==> src/rtl/led_matrix_scan_ctrl_if.sv <==
// Signal bundle between the LED matrix scan controller and its host/datapath.
// With FRAME_CNT_EN defined the bundle also carries the 16-bit frame_count.
interface led_matrix_scan_ctrl_if #(
    parameter int NCOLS   = 8,
    parameter int DWELL_W = 8
);
    localparam int COL_W = $clog2(NCOLS);

    logic               enable;
    logic [DWELL_W-1:0] dwell_cfg;
    logic [DWELL_W-1:0] brightness;
    logic               swap_req;
    logic               swap_ack;
    logic               buf_sel;
    logic [COL_W-1:0]   col_idx;
    logic [NCOLS-1:0]   col_sel;
    logic               row_oe;
    logic               frame_start;
`ifdef FRAME_CNT_EN
    logic [15:0]        frame_count;

    modport master (
        output enable, dwell_cfg, brightness, swap_req,
        input  swap_ack, buf_sel, col_idx, col_sel, row_oe, frame_start, frame_count
    );
    modport slave (
        input  enable, dwell_cfg, brightness, swap_req,
        output swap_ack, buf_sel, col_idx, col_sel, row_oe, frame_start, frame_count
    );
`else
    modport master (
        output enable, dwell_cfg, brightness, swap_req,
        input  swap_ack, buf_sel, col_idx, col_sel, row_oe, frame_start
    );
    modport slave (
        input  enable, dwell_cfg, brightness, swap_req,
        output swap_ack, buf_sel, col_idx, col_sel, row_oe, frame_start
    );
`endif
endinterface

==> src/rtl/led_matrix_scan_ctrl.sv <==
// Column-scan sequencer for the LED matrix: blank gap, on-time, dwell, and
// frame-boundary buffer swap. Optional FRAME_CNT_EN adds a frame counter.
module led_matrix_scan_ctrl #(
    parameter int NCOLS        = 8,
    parameter int BLANK_CYCLES = 4,
    parameter int DWELL_W      = 8
) (
    input  logic                  clk,
    input  logic                  reset,
    led_matrix_scan_ctrl_if.slave bus
);
    localparam int COL_W = $clog2(NCOLS);
    localparam int BLK_W = $clog2(BLANK_CYCLES + 1);
    localparam int CNT_W = (DWELL_W > BLK_W) ? DWELL_W : BLK_W;
    localparam logic [CNT_W-1:0] BLANK_LAST = CNT_W'(BLANK_CYCLES - 1);
    localparam logic [COL_W-1:0] COL_LAST   = COL_W'(NCOLS - 1);

    typedef enum logic [1:0] {
        ST_IDLE  = 2'd0,
        ST_BLANK = 2'd1,
        ST_ON    = 2'd2,
        ST_OFF   = 2'd3
    } state_t;

    state_t             state_r, state_s;
    logic [CNT_W-1:0]   cnt_r, cnt_s;
    logic [COL_W-1:0]   col_r, col_s;
    logic [DWELL_W-1:0] d_r, b_r, d_s, b_s;
    logic [DWELL_W-1:0] d_in_s, b_in_s;
    logic               buf_r, buf_s;
    logic               ack_r, ack_s;
    logic               fs_r, fs_s;
    logic               oe_r, oe_s;
    logic [NCOLS-1:0]   sel_r, sel_s;
    logic               col_end_s;

    function automatic logic [NCOLS-1:0] one_hot(input logic [COL_W-1:0] idx);
        one_hot = {{(NCOLS-1){1'b0}}, 1'b1} << idx;
    endfunction

    function automatic logic [DWELL_W-1:0] eff_dwell(input logic [DWELL_W-1:0] cfg);
        eff_dwell = (cfg == {DWELL_W{1'b0}}) ? DWELL_W'(1'b1) : cfg;
    endfunction

    function automatic logic [DWELL_W-1:0] clamp_on(input logic [DWELL_W-1:0] bri,
                                                    input logic [DWELL_W-1:0] dwell);
        clamp_on = (bri > dwell) ? dwell : bri;
    endfunction

    // Next-state, column walk and buffer-swap decision.
    always_comb begin
        d_in_s    = eff_dwell(bus.dwell_cfg);
        b_in_s    = clamp_on(bus.brightness, d_in_s);
        state_s   = state_r;
        cnt_s     = cnt_r + CNT_W'(1'b1);
        col_s     = col_r;
        buf_s     = buf_r;
        ack_s     = 1'b0;
        fs_s      = 1'b0;
        col_end_s = 1'b0;

        // Config is captured on the first BLANK cycle and frozen for the column.
        if ((state_r == ST_BLANK) && (cnt_r == {CNT_W{1'b0}})) begin
            d_s = d_in_s;
            b_s = b_in_s;
        end else begin
            d_s = d_r;
            b_s = b_r;
        end

        case (state_r)
            ST_IDLE: begin
                cnt_s = {CNT_W{1'b0}};
                col_s = {COL_W{1'b0}};
                if (bus.enable) begin
                    state_s = ST_BLANK;
                    fs_s    = 1'b1;
                end else begin
                    state_s = ST_IDLE;
                end
            end
            ST_BLANK: begin
                if (cnt_r == BLANK_LAST) begin
                    cnt_s   = {CNT_W{1'b0}};
                    state_s = (b_s != {DWELL_W{1'b0}}) ? ST_ON : ST_OFF;
                end else begin
                    state_s = ST_BLANK;
                end
            end
            ST_ON: begin
                if (cnt_r == CNT_W'(b_s) - CNT_W'(1'b1)) begin
                    cnt_s = {CNT_W{1'b0}};
                    if (d_s != b_s) begin
                        state_s = ST_OFF;
                    end else begin
                        col_end_s = 1'b1;
                    end
                end else begin
                    state_s = ST_ON;
                end
            end
            ST_OFF: begin
                if (cnt_r == CNT_W'(d_s - b_s) - CNT_W'(1'b1)) begin
                    cnt_s     = {CNT_W{1'b0}};
                    col_end_s = 1'b1;
                end else begin
                    state_s = ST_OFF;
                end
            end
            default: begin
                state_s = ST_IDLE;
                cnt_s   = {CNT_W{1'b0}};
                col_s   = {COL_W{1'b0}};
            end
        endcase

        // The last cycle of the last column is the only point a swap may happen.
        if (col_end_s) begin
            state_s = ST_BLANK;
            col_s   = col_r + COL_W'(1'b1);
            if (col_r == COL_LAST) begin
                fs_s = 1'b1;
                if (bus.swap_req) begin
                    buf_s = ~buf_r;
                    ack_s = 1'b1;
                end else begin
                    buf_s = buf_r;
                end
            end else begin
                fs_s = 1'b0;
            end
        end else begin
            col_end_s = 1'b0;
        end

        if (!bus.enable) begin
            state_s = ST_IDLE;
            cnt_s   = {CNT_W{1'b0}};
            col_s   = {COL_W{1'b0}};
            buf_s   = buf_r;
            ack_s   = 1'b0;
            fs_s    = 1'b0;
        end else begin
            ack_s = ack_s;
        end

        oe_s  = (state_s == ST_ON);
        sel_s = (state_s == ST_ON) ? one_hot(col_s) : {NCOLS{1'b0}};
    end

    // State, counters and registered drive outputs.
    always_ff @(posedge clk) begin
        if (reset) begin
            state_r <= ST_IDLE;
            cnt_r   <= {CNT_W{1'b0}};
            col_r   <= {COL_W{1'b0}};
            d_r     <= DWELL_W'(1'b1);
            b_r     <= {DWELL_W{1'b0}};
            buf_r   <= 1'b0;
            ack_r   <= 1'b0;
            fs_r    <= 1'b0;
            oe_r    <= 1'b0;
            sel_r   <= {NCOLS{1'b0}};
        end else begin
            state_r <= state_s;
            cnt_r   <= cnt_s;
            col_r   <= col_s;
            d_r     <= d_s;
            b_r     <= b_s;
            buf_r   <= buf_s;
            ack_r   <= ack_s;
            fs_r    <= fs_s;
            oe_r    <= oe_s;
            sel_r   <= sel_s;
        end
    end

    // Dropping enable must darken the matrix in the very same cycle.
    assign bus.col_sel     = bus.enable ? sel_r : {NCOLS{1'b0}};
    assign bus.row_oe      = bus.enable & oe_r;
    assign bus.col_idx     = col_r;
    assign bus.buf_sel     = buf_r;
    assign bus.swap_ack    = ack_r;
    assign bus.frame_start = fs_r;

`ifdef FRAME_CNT_EN
    logic [15:0] frame_cnt_r;

    // Counts frame_start pulses; survives enable aborts, cleared only by reset.
    always_ff @(posedge clk) begin
        if (reset) begin
            frame_cnt_r <= 16'd0;
        end else if (fs_s) begin
            frame_cnt_r <= frame_cnt_r + 16'd1;
        end else begin
            frame_cnt_r <= frame_cnt_r;
        end
    end

    assign bus.frame_count = frame_cnt_r;
`endif
endmodule
==> src/flat_wrapper.sv <==
// flat-port wrapper written by rule: the top's interface ports become plain ports
module led_matrix_scan_ctrl_flat 
#(
    parameter int NCOLS        = 8,
    parameter int BLANK_CYCLES = 4,
    parameter int DWELL_W      = 8
)
  (clk, reset, bus_enable, bus_dwell_cfg, bus_brightness, bus_swap_req, bus_swap_ack, bus_buf_sel, bus_col_idx, bus_col_sel, bus_row_oe, bus_frame_start);
  led_matrix_scan_ctrl_if #(.NCOLS(NCOLS), .DWELL_W(DWELL_W)) bus_i ();
  input  logic clk;
  input  logic reset;
  input wire logic [$bits(bus_i.enable)-1:0] bus_enable;
  input wire logic [$bits(bus_i.dwell_cfg)-1:0] bus_dwell_cfg;
  input wire logic [$bits(bus_i.brightness)-1:0] bus_brightness;
  input wire logic [$bits(bus_i.swap_req)-1:0] bus_swap_req;
  output wire logic [$bits(bus_i.swap_ack)-1:0] bus_swap_ack;
  output wire logic [$bits(bus_i.buf_sel)-1:0] bus_buf_sel;
  output wire logic [$bits(bus_i.col_idx)-1:0] bus_col_idx;
  output wire logic [$bits(bus_i.col_sel)-1:0] bus_col_sel;
  output wire logic [$bits(bus_i.row_oe)-1:0] bus_row_oe;
  output wire logic [$bits(bus_i.frame_start)-1:0] bus_frame_start;
  assign bus_i.enable = bus_enable;
  assign bus_i.dwell_cfg = bus_dwell_cfg;
  assign bus_i.brightness = bus_brightness;
  assign bus_i.swap_req = bus_swap_req;
  assign bus_swap_ack = bus_i.swap_ack;
  assign bus_buf_sel = bus_i.buf_sel;
  assign bus_col_idx = bus_i.col_idx;
  assign bus_col_sel = bus_i.col_sel;
  assign bus_row_oe = bus_i.row_oe;
  assign bus_frame_start = bus_i.frame_start;
  led_matrix_scan_ctrl #(.NCOLS(NCOLS), .BLANK_CYCLES(BLANK_CYCLES), .DWELL_W(DWELL_W)) u_core (.clk(clk), .reset(reset), .bus(bus_i));
endmodule
==> config.mk <==
export PLATFORM = sky130hd
export DESIGN_NAME = led_matrix_scan_ctrl_flat
export DESIGN_NICKNAME = d
export VERILOG_FILES = /design/src/rtl/led_matrix_scan_ctrl_if.sv /design/src/rtl/led_matrix_scan_ctrl.sv /design/src/flat_wrapper.sv
export SDC_FILE = /design/constraint.sdc
export NUM_CORES = 1
export LEC_CHECK = 0
export BUFFER_PORTS_ARGS = -buffer_cell sky130_fd_sc_hd__clkbuf_2
export CAP_MARGIN = 0
export CORE_UTILIZATION = 60
export DETAILED_ROUTE_END_ITERATION = 7
export PLACE_DENSITY = 0.82
export SETUP_SLACK_MARGIN = 0.4
export SYNTH_ARGS = -nofsm -noshare
export SYNTH_HDL_FRONTEND = slang
export SYNTH_SLANG_ARGS = --single-unit
==> constraint.sdc <==
create_clock -name clk -period 7.5 [get_ports clk]
set_input_delay 0.75 -clock clk [delete_from_list [all_inputs] [get_ports clk]]
set_output_delay 0.75 -clock clk [all_outputs]
set_load 0.02 [all_outputs]
==> flow_metrics.py, run 1 <==
metrics = {
    "placed_design": {
        "port_buffers": 34,
        "gp_congestion": 0.963,
        "dp_hpwl_um": 4960,
        "dp.cells": 400,
    },
    "final_layout": {
        "instances_no_fill": 408,
        "diodes": 0,
        "area_growth_syn_to_layout_pct": 9.59,
        "final_nets": 397,
        "drive_gt1_share_pct": 20.5,
    },
    "sta": {
        "skew_ns": 0.00874,
        "rsz0062_at_grt": "false",
        "slew_headroom_pct": 55.3,
        "setup_tns_ns": 0,
        "tightest_slew_ns": 0.670,
        "finalMaxSlewViolations": 0,
        "fin_crit_sh_pct": 72.8,
        "setup_viol": 0,
        "max_freq_ghz": 0.183,
        "finalCriticalPeriod_ns": 5.46,
        "hold_viol_final": 0,
    },
    "die": {
        "fp-row-count": 24,
        "die_area_um2": 5110,
        "dieHeight_um": 71.5,
        "fp.dieW_um": 71.5,
        "core_um2": 4500,
        "start_util_pct": 64.3,
        "io_pins": 35,
    },
    "grt": {
        "grt_pass1_vias": 2273,
        "grt_pass1_wl_um": 10700,
        "grt_busiest_layer": "met2",
        "antenna_found_initial": 0,
        "met2_usage_pct": 43.0,
        "use_met1_pct": 35.4,
        "grt.total_usage_pct": 26.6,
        "use_met3_pct": 5.63,
        "grt_overflow": 0,
        "grt_max_degree": 25,
    },
    "setup_path": {
        "critPathKind": "primary input to flip-flop",
        "critPathArrivalTime_ns": 5.70,
        "critPathRequiredTime_ns": 7.74,
        "timing.rr.start": "u_core.cnt_r[0]",
        "crit_path_start": "bus_dwell_cfg[5]",
        "r2r_slack_ns": 2.57,
        "end_kind": "flip-flop",
        "cp_max_fo": 15,
        "reg2reg_depth": 19,
        "cp-start-kind": "primary input",
    },
    "clock_network": {
        "cts_sinks": 41,
        "clk_pin_slew_ns": 0.08,
        "clk_latency_ns": 0.30,
        "cts_tree": "yes",
        "post-cts-setup-buffer-count": 0,
        "cts.repair.resized": 0,
        "cts_root_buf": "clkbuf_8",
        "htree_levels": 2,
        "hold_buffers": 0,
        "cts_made_buffers": 5,
        "clock_path_buffers": 2,
    },
    "route": {
        "num_vias": 2413,
        "wl_um": 6360,
        "antenna_left": 0,
        "first_iter_violations": 181,
        "drt_first_pass_iters": 4,
        "wl_per_cell_um": 15.6,
        "vias_per_cell": 5.91,
        "drcViolationCount": 0,
    },
    "synth": {
        "yosysTopAreaCell": "dfxtp_1",
        "seq_area_frac_synth_pct": 28.3,
        "ys_ff_latch": 41,
        "synth_edf_count": 0,
        "yosysWarnings": 0,
        "ys_types": 67,
        "synth_area_leaders": "dfxtp_1, ha_1, xnor2_1, nor2_1, xor2_1",
        "yosysTopAreaCellShare_pct": 28.3,
        "syn_area_um2": 2900,
        "postSynthCellCount": 328,
        "synth_nets": 370,
        "syn_area_per_cell_um2": 8.83,
        "synth_flop_cell": "dfxtp_1",
        "synthArstFlopShare_pct": 0,
    },
    "min_path": {
        "hold_class": "flip-flop to flip-flop",
        "worstHoldStart": "u_core.d_r[7]",
        "whs_path_depth": 2,
    },
    "run": {
        "maxCapViolCount": 0,
    },
    "pwr": {
        "leakage_nw": 1.36,
        "ir_drop_v": 0.000143,
        "power_density_nw_per_um2": 180,
        "p_total_uw": 571,
    },
    "run_status": {
        "status": "finished, final reports clean",
    },
}
## worst max-delay path, cell delays in order
cell and delay [ns]:
clkbuf_2 0.09, nor4_1 0.27, a41o_1 0.28, ha_1 0.23, nor2b_4 0.05, o211a_4 0.25, o21a_1 0.27, o31ai_1 0.28
o31a_1 0.37, ha_1 0.34, a21oi_1 0.24, o21bai_1 0.09, a21oi_1 0.21, o21bai_1 0.09, a21oi_1 0.21, xnor2_1 0.19
nor3_1 0.11, a41oi_2 0.56, nor4b_2 0.43, nand3_1 0.23, nor2_1 0.14
## where the power goes
part / switching, mW / total (mW) / internal (mW)
clock: 0.0776 / 0.186 / 0.108
sequential: 0.00278 / 0.226 / 0.223
combinational: 0.0918 / 0.159 / 0.0670
total: 0.172 / 0.571 / 0.399
## flip-flops by register name, summed over array words and instances (netlist names)
register                count
u_core.oe_r                 1
u_core.bus.swap_ack         1
u_core.d_r                  8
u_core.bus.frame_start      1
u_core.bus.buf_sel          1
u_core.cnt_r                8
u_core.b_r                  8
u_core.bus.col_idx          3
u_core.state_r              2
u_core.sel_r                8
## cells in the mapped netlist, drive strengths merged, types with 9 or more instances
| cell | count |
|---|---|
| a21oi | 9 |
| nand3 | 15 |
| nand2 | 21 |
| xnor2 | 22 |
| inv | 18 |
| ha | 21 |
| xor2 | 10 |
| buf | 9 |
| o21ai | 15 |
| dfxtp | 41 |
| nor2b | 10 |
| nor2 | 39 |
| and2 | 13 |
## kinds of logic after synthesis
kind of cell / Yosys count / synth area share, %
simple gates: 131 / 25.7
compound gates: 62 / 18.3
flops: 41 / 28.3
xor+xnor: 32 / 9.67
buf+inv: 32 / 5.01
fa+ha+maj: 22 / 9.76
mux: 8 / 3.28
## per-layer routing
metal	vias to the layer above	routed length, um	part of all wire, %
met4	0	130	2.0
li1	1202	-	-
met5	-	0	0
met1	1109	2960	47
met2	87	2860	45
met3	15	405	6.4
## metrics by stage
stage               utilization, %  instance area (um^2)  hold slack [ns]  worst slack, ns
floorplan                        -                  2900            0.450             2.70
global placement              67.8                  3060            0.461             2.00
detailed placement            67.8                  3060            0.477             1.84
CTS                           70.5                  3180            0.489             2.11
global route                  70.5                  3180            0.502             1.60
finish                        70.5                  3180            0.484             2.04
## layout by cell type, fill, tap and decap left out, types with 2 or more instances in the layout
cell / Yosys / layout
mux2i_1: 5 / 5
nor2b_1: 9 / 9
inv_1: 18 / 18
nand4_1: 2 / 2
o21ai_0: 11 / 11
nand3_1: 15 / 15
o21bai_1: 4 / 4
nor2_2: 3 / 3
dfxtp_1: 41 / 41
and4_1: 4 / 4
a31oi_1: 2 / 2
nor4_1: 2 / 2
or2_2: 3 / 3
nand2_1: 17 / 17
clkbuf_2: 0 / 34
o2111ai_1: 3 / 3
xor2_1: 10 / 10
ha_1: 21 / 21
o31ai_1: 2 / 2
a21oi_1: 9 / 9
nand2_2: 2 / 2
a31o_2: 2 / 2
and2_1: 13 / 13
xnor2_1: 22 / 22
o21ai_1: 4 / 4
nand2_4: 2 / 2
clkbuf_8: 0 / 6
a41oi_1: 2 / 2
nand2b_1: 5 / 5
nor3_1: 5 / 5
nor2_1: 35 / 35
o211ai_1: 2 / 2
a21o_1: 5 / 5
nor3b_1: 2 / 2
and3_1: 3 / 3
## final cells by class
class                           count  area (um^2)
Clock buffer                        6         82.6
Multi-Input combinational cell    255         1930
Sequential cell                    41          821
Tap cell                           52         65.1
Timing Repair Buffer               34          170
Inverter                           18         67.6
Clock inverter                      2         37.5
Fill cell                         359         1330
## path summary, 6_finish.rpt
kind / endpoint
worst max-delay path: u_core.sel_r[4]
worst min-delay path: u_core.d_r[7]
worst max register to register: u_core.sel_r[4]
worst min register to register: u_core.d_r[7]
No activity file was read; power rests on OpenSTA's default activity.
==> inputs of run 2 (changes only) <==
--- a/config.mk
+++ b/config.mk
@@ -5,11 +5,12 @@
 export SDC_FILE = /design/constraint.sdc
 export NUM_CORES = 1
 export LEC_CHECK = 0
+export ABC_AREA = 1
 export BUFFER_PORTS_ARGS = -buffer_cell sky130_fd_sc_hd__clkbuf_2
 export CAP_MARGIN = 0
-export CORE_UTILIZATION = 60
+export CORE_UTILIZATION = 59
 export DETAILED_ROUTE_END_ITERATION = 7
-export PLACE_DENSITY = 0.82
+export PLACE_DENSITY = 0.8
 export SETUP_SLACK_MARGIN = 0.4
 export SYNTH_ARGS = -nofsm -noshare
 export SYNTH_HDL_FRONTEND = slang
==> constraint.sdc (replaced) <==
create_clock -name clk -period 5.5 [get_ports clk]
set_input_delay 0.55 -clock clk [delete_from_list [all_inputs] [get_ports clk]]
set_output_delay 0.55 -clock clk [all_outputs]
set_load 0.02 [all_outputs]
==> flow_metrics.py, run 2 <==
metrics = {
    "run_status": {
        "status": "finished, final reports clean",
    },
    "synth": {
        "yosysWarnings": 0,
        "synth_flop_cell": "dfxtp_1",
        "synth_edf_count": 0,
        "syn_area_per_cell_um2": 6.65,
        "synth_area_leaders": "dfxtp_1, nand2_1, ha_1, nand3_1, inv_1",
        "synth_nets": 510,
        "yosysTopAreaCellShare_pct": 26.4,
        "ys_ff_latch": 41,
        "synth.most_common_cell": "nand2_1",
        "ys_top_cells_by_count": "nand2_1, inv_1, nor2_1",
        "yosysTopAreaCell": "dfxtp_1",
        "synthArstFlopShare_pct": 0,
        "ys_types": 37,
        "seq_area_frac_synth_pct": 26.4,
        "postSynthCellCount": 468,
        "syn_area_um2": 3110,
    },
    "sta": {
        "rsz0062_at_grt": "false",
        "finalCriticalPeriod_ns": 4.64,
        "slew_headroom_pct": 58.9,
        "tightest_slew_ns": 0.615,
        "setup_viol": 0,
        "setup_tns_ns": 0,
        "hold_ws_ns": 0.478,
        "hold_viol_final": 0,
        "finalMaxSlewViolations": 0,
        "skew_ns": 0.00923,
        "fin_crit_sh_pct": 84.3,
        "max_freq_ghz": 0.216,
    },
    "final_layout": {
        "final_nets": 547,
        "drive_gt1_share_pct": 19.0,
        "final_common_cell": "nand2_1",
        "final_cell_mix": "nand2_1, inv_1, nor2_1",
        "area_growth_syn_to_layout_pct": 11.5,
        "diodes": 0,
    },
    "clock_network": {
        "cts_root_buf": "clkbuf_8",
        "hold_buffers": 0,
        "clock_path_buffers": 2,
        "clk_latency_ns": 0.30,
        "cts_tree": "yes",
        "htree_levels": 2,
        "cts_sinks": 41,
        "clk_pin_slew_ns": 0.08,
        "cts_made_buffers": 5,
    },
    "pwr": {
        "ir_drop_v": 0.000151,
        "power_density_nw_per_um2": 229,
        "leakage_nw": 1.82,
    },
    "route": {
        "antenna_left": 0,
        "wl_per_cell_um": 13.3,
        "drt_first_pass_iters": 5,
        "wl_um": 7650,
        "num_vias": 3052,
        "drcViolationCount": 0,
        "first_iter_violations": 198,
        "vias_per_cell": 5.30,
    },
    "min_path": {
        "whs_path_depth": 2,
        "worstHoldStart": "u_core.d_r[4]",
        "hold_class": "flip-flop to flip-flop",
        "hold_path_end": "u_core.d_r[4]",
    },
    "setup_path": {
        "timing.rr.start": "u_core.cnt_r[0]",
        "end_kind": "flip-flop",
        "crit_family": "simple AND/OR/NAND/NOR gates",
        "r2r_slack_ns": 1.05,
        "r2r-end": "u_core.sel_r[7]",
        "critPathKind": "primary input to flip-flop",
        "path_buf_inv": 4,
        "crit_path_frequent_cell": "nand2_1",
        "cp_max_fo": 12,
        "critPathRequiredTime_ns": 5.69,
        "cp-start-kind": "primary input",
        "reg2reg_depth": 23,
        "critPathArrivalTime_ns": 4.83,
        "cp_slowest_cell": "nor4_1",
        "worst-path-stages": 32,
        "slowest_delay_ns": 0.51,
    },
    "die": {
        "fp.dieW_um": 74.6,
        "start_util_pct": 60.9,
        "io_pins": 35,
        "dieHeight_um": 74.6,
        "core_um2": 5110,
        "die_area_um2": 5570,
        "fp-row-count": 26,
    },
    "grt": {
        "grt_pass1_wl_um": 12700,
        "grt_overflow": 0,
        "grt_pass1_vias": 2852,
        "grt_max_degree": 24,
        "grt.total_usage_pct": 30.0,
        "antenna_found_initial": 0,
    },
    "placed_design": {
        "gp_congestion": 0.946,
        "port_buffers": 34,
        "dp_hpwl_um": 5920,
    },
    "run": {
        "maxCapViolCount": 0,
    },
}
==> run 2: changes by cell type after synthesis, sizes merged, moves of 14 or more <==
cell,delta
xnor2,-18
nand3,+40
a21oi,+14
nor2,+20
nand2,+117
inv,+48
==> run 2: worst register-to-register path, delay by kind of cell, from the launching register on <==
family / cells / cell delay (ns)
flops: 1 / 0.35
compound gates: 3 / 0.42
simple gates: 12 / 1.88
buf+inv: 4 / 0.61
fa+ha+maj: 3 / 0.89
xor+xnor: 1 / 0.17
==> run 2: metrics by stage <==
stage	util [%]	instances	setup WS, ns	area, um^2	power, mW
3_3_place_gp	65.0	564	0.571	3320	0.534
6_report	67.9	576	0.862	3470	0.795
5_1_grt	67.9	576	0.397	3470	0.838
3_5_place_dp	65.0	564	0.370	3320	0.538
2_1_floorplan	-	468	1.20	3110	0.490
4_1_cts	67.3	572	0.639	3440	0.793
==> run 2: how the worst max path moves through the flow <==
stage                      from               to  slack (ns)
6_report       bus_dwell_cfg[7]  u_core.sel_r[7]        0.86
5_1_grt        bus_dwell_cfg[7]  u_core.sel_r[7]        0.40
4_1_cts        bus_dwell_cfg[7]  u_core.sel_r[7]        0.64
3_5_place_dp   bus_dwell_cfg[7]  u_core.sel_r[7]        0.37
3_3_place_gp   bus_dwell_cfg[1]  u_core.sel_r[7]        0.57
2_1_floorplan  bus_dwell_cfg[7]  u_core.sel_r[7]        1.20
==> run 2: metal layers <==
layer | track usage (%) | vias to the layer above | share of wire (%)
met5 | 0 | - | 0
met4 | 10.1 | 0 | 2.0
met3 | 6.43 | 16 | 5.8
met2 | 51.6 | 96 | 46
met1 | 37.4 | 1378 | 46
li1 | - | 1562 | -
==> run 2: power by group <==
group / switching (mW) / total [mW] / internal, mW
Combinational: 0.148 / 0.232 / 0.0842
Sequential: 0.00304 / 0.307 / 0.304
Clock: 0.107 / 0.256 / 0.148
Total: 0.258 / 0.795 / 0.537
==> run 2: final cells by class <==
cell class	count	area (um^2)
inverters	66	248
clock inverters	1	30.0
fillers	455	1640
repair buffers	41	223
flip-flops and latches	41	821
well taps	70	87.6
multi-input cells	350	1970
clock buffers	7	86.3
==> run 2: kinds of logic after synthesis <==
logic type      share of synthesized area, %
fa+ha+maj                               9.09
simple gates                            43.1
buf+inv                                 10.3
xor+xnor                                5.63
compound gates                          5.55
flops                                   26.4
==> run 2: repair_timing <==
item,in CTS,in global routing
endpoints found under the hold margin,0,0
resized for setup,0,1
endpoints found under the setup margin,0,24
buffers inserted,0,4
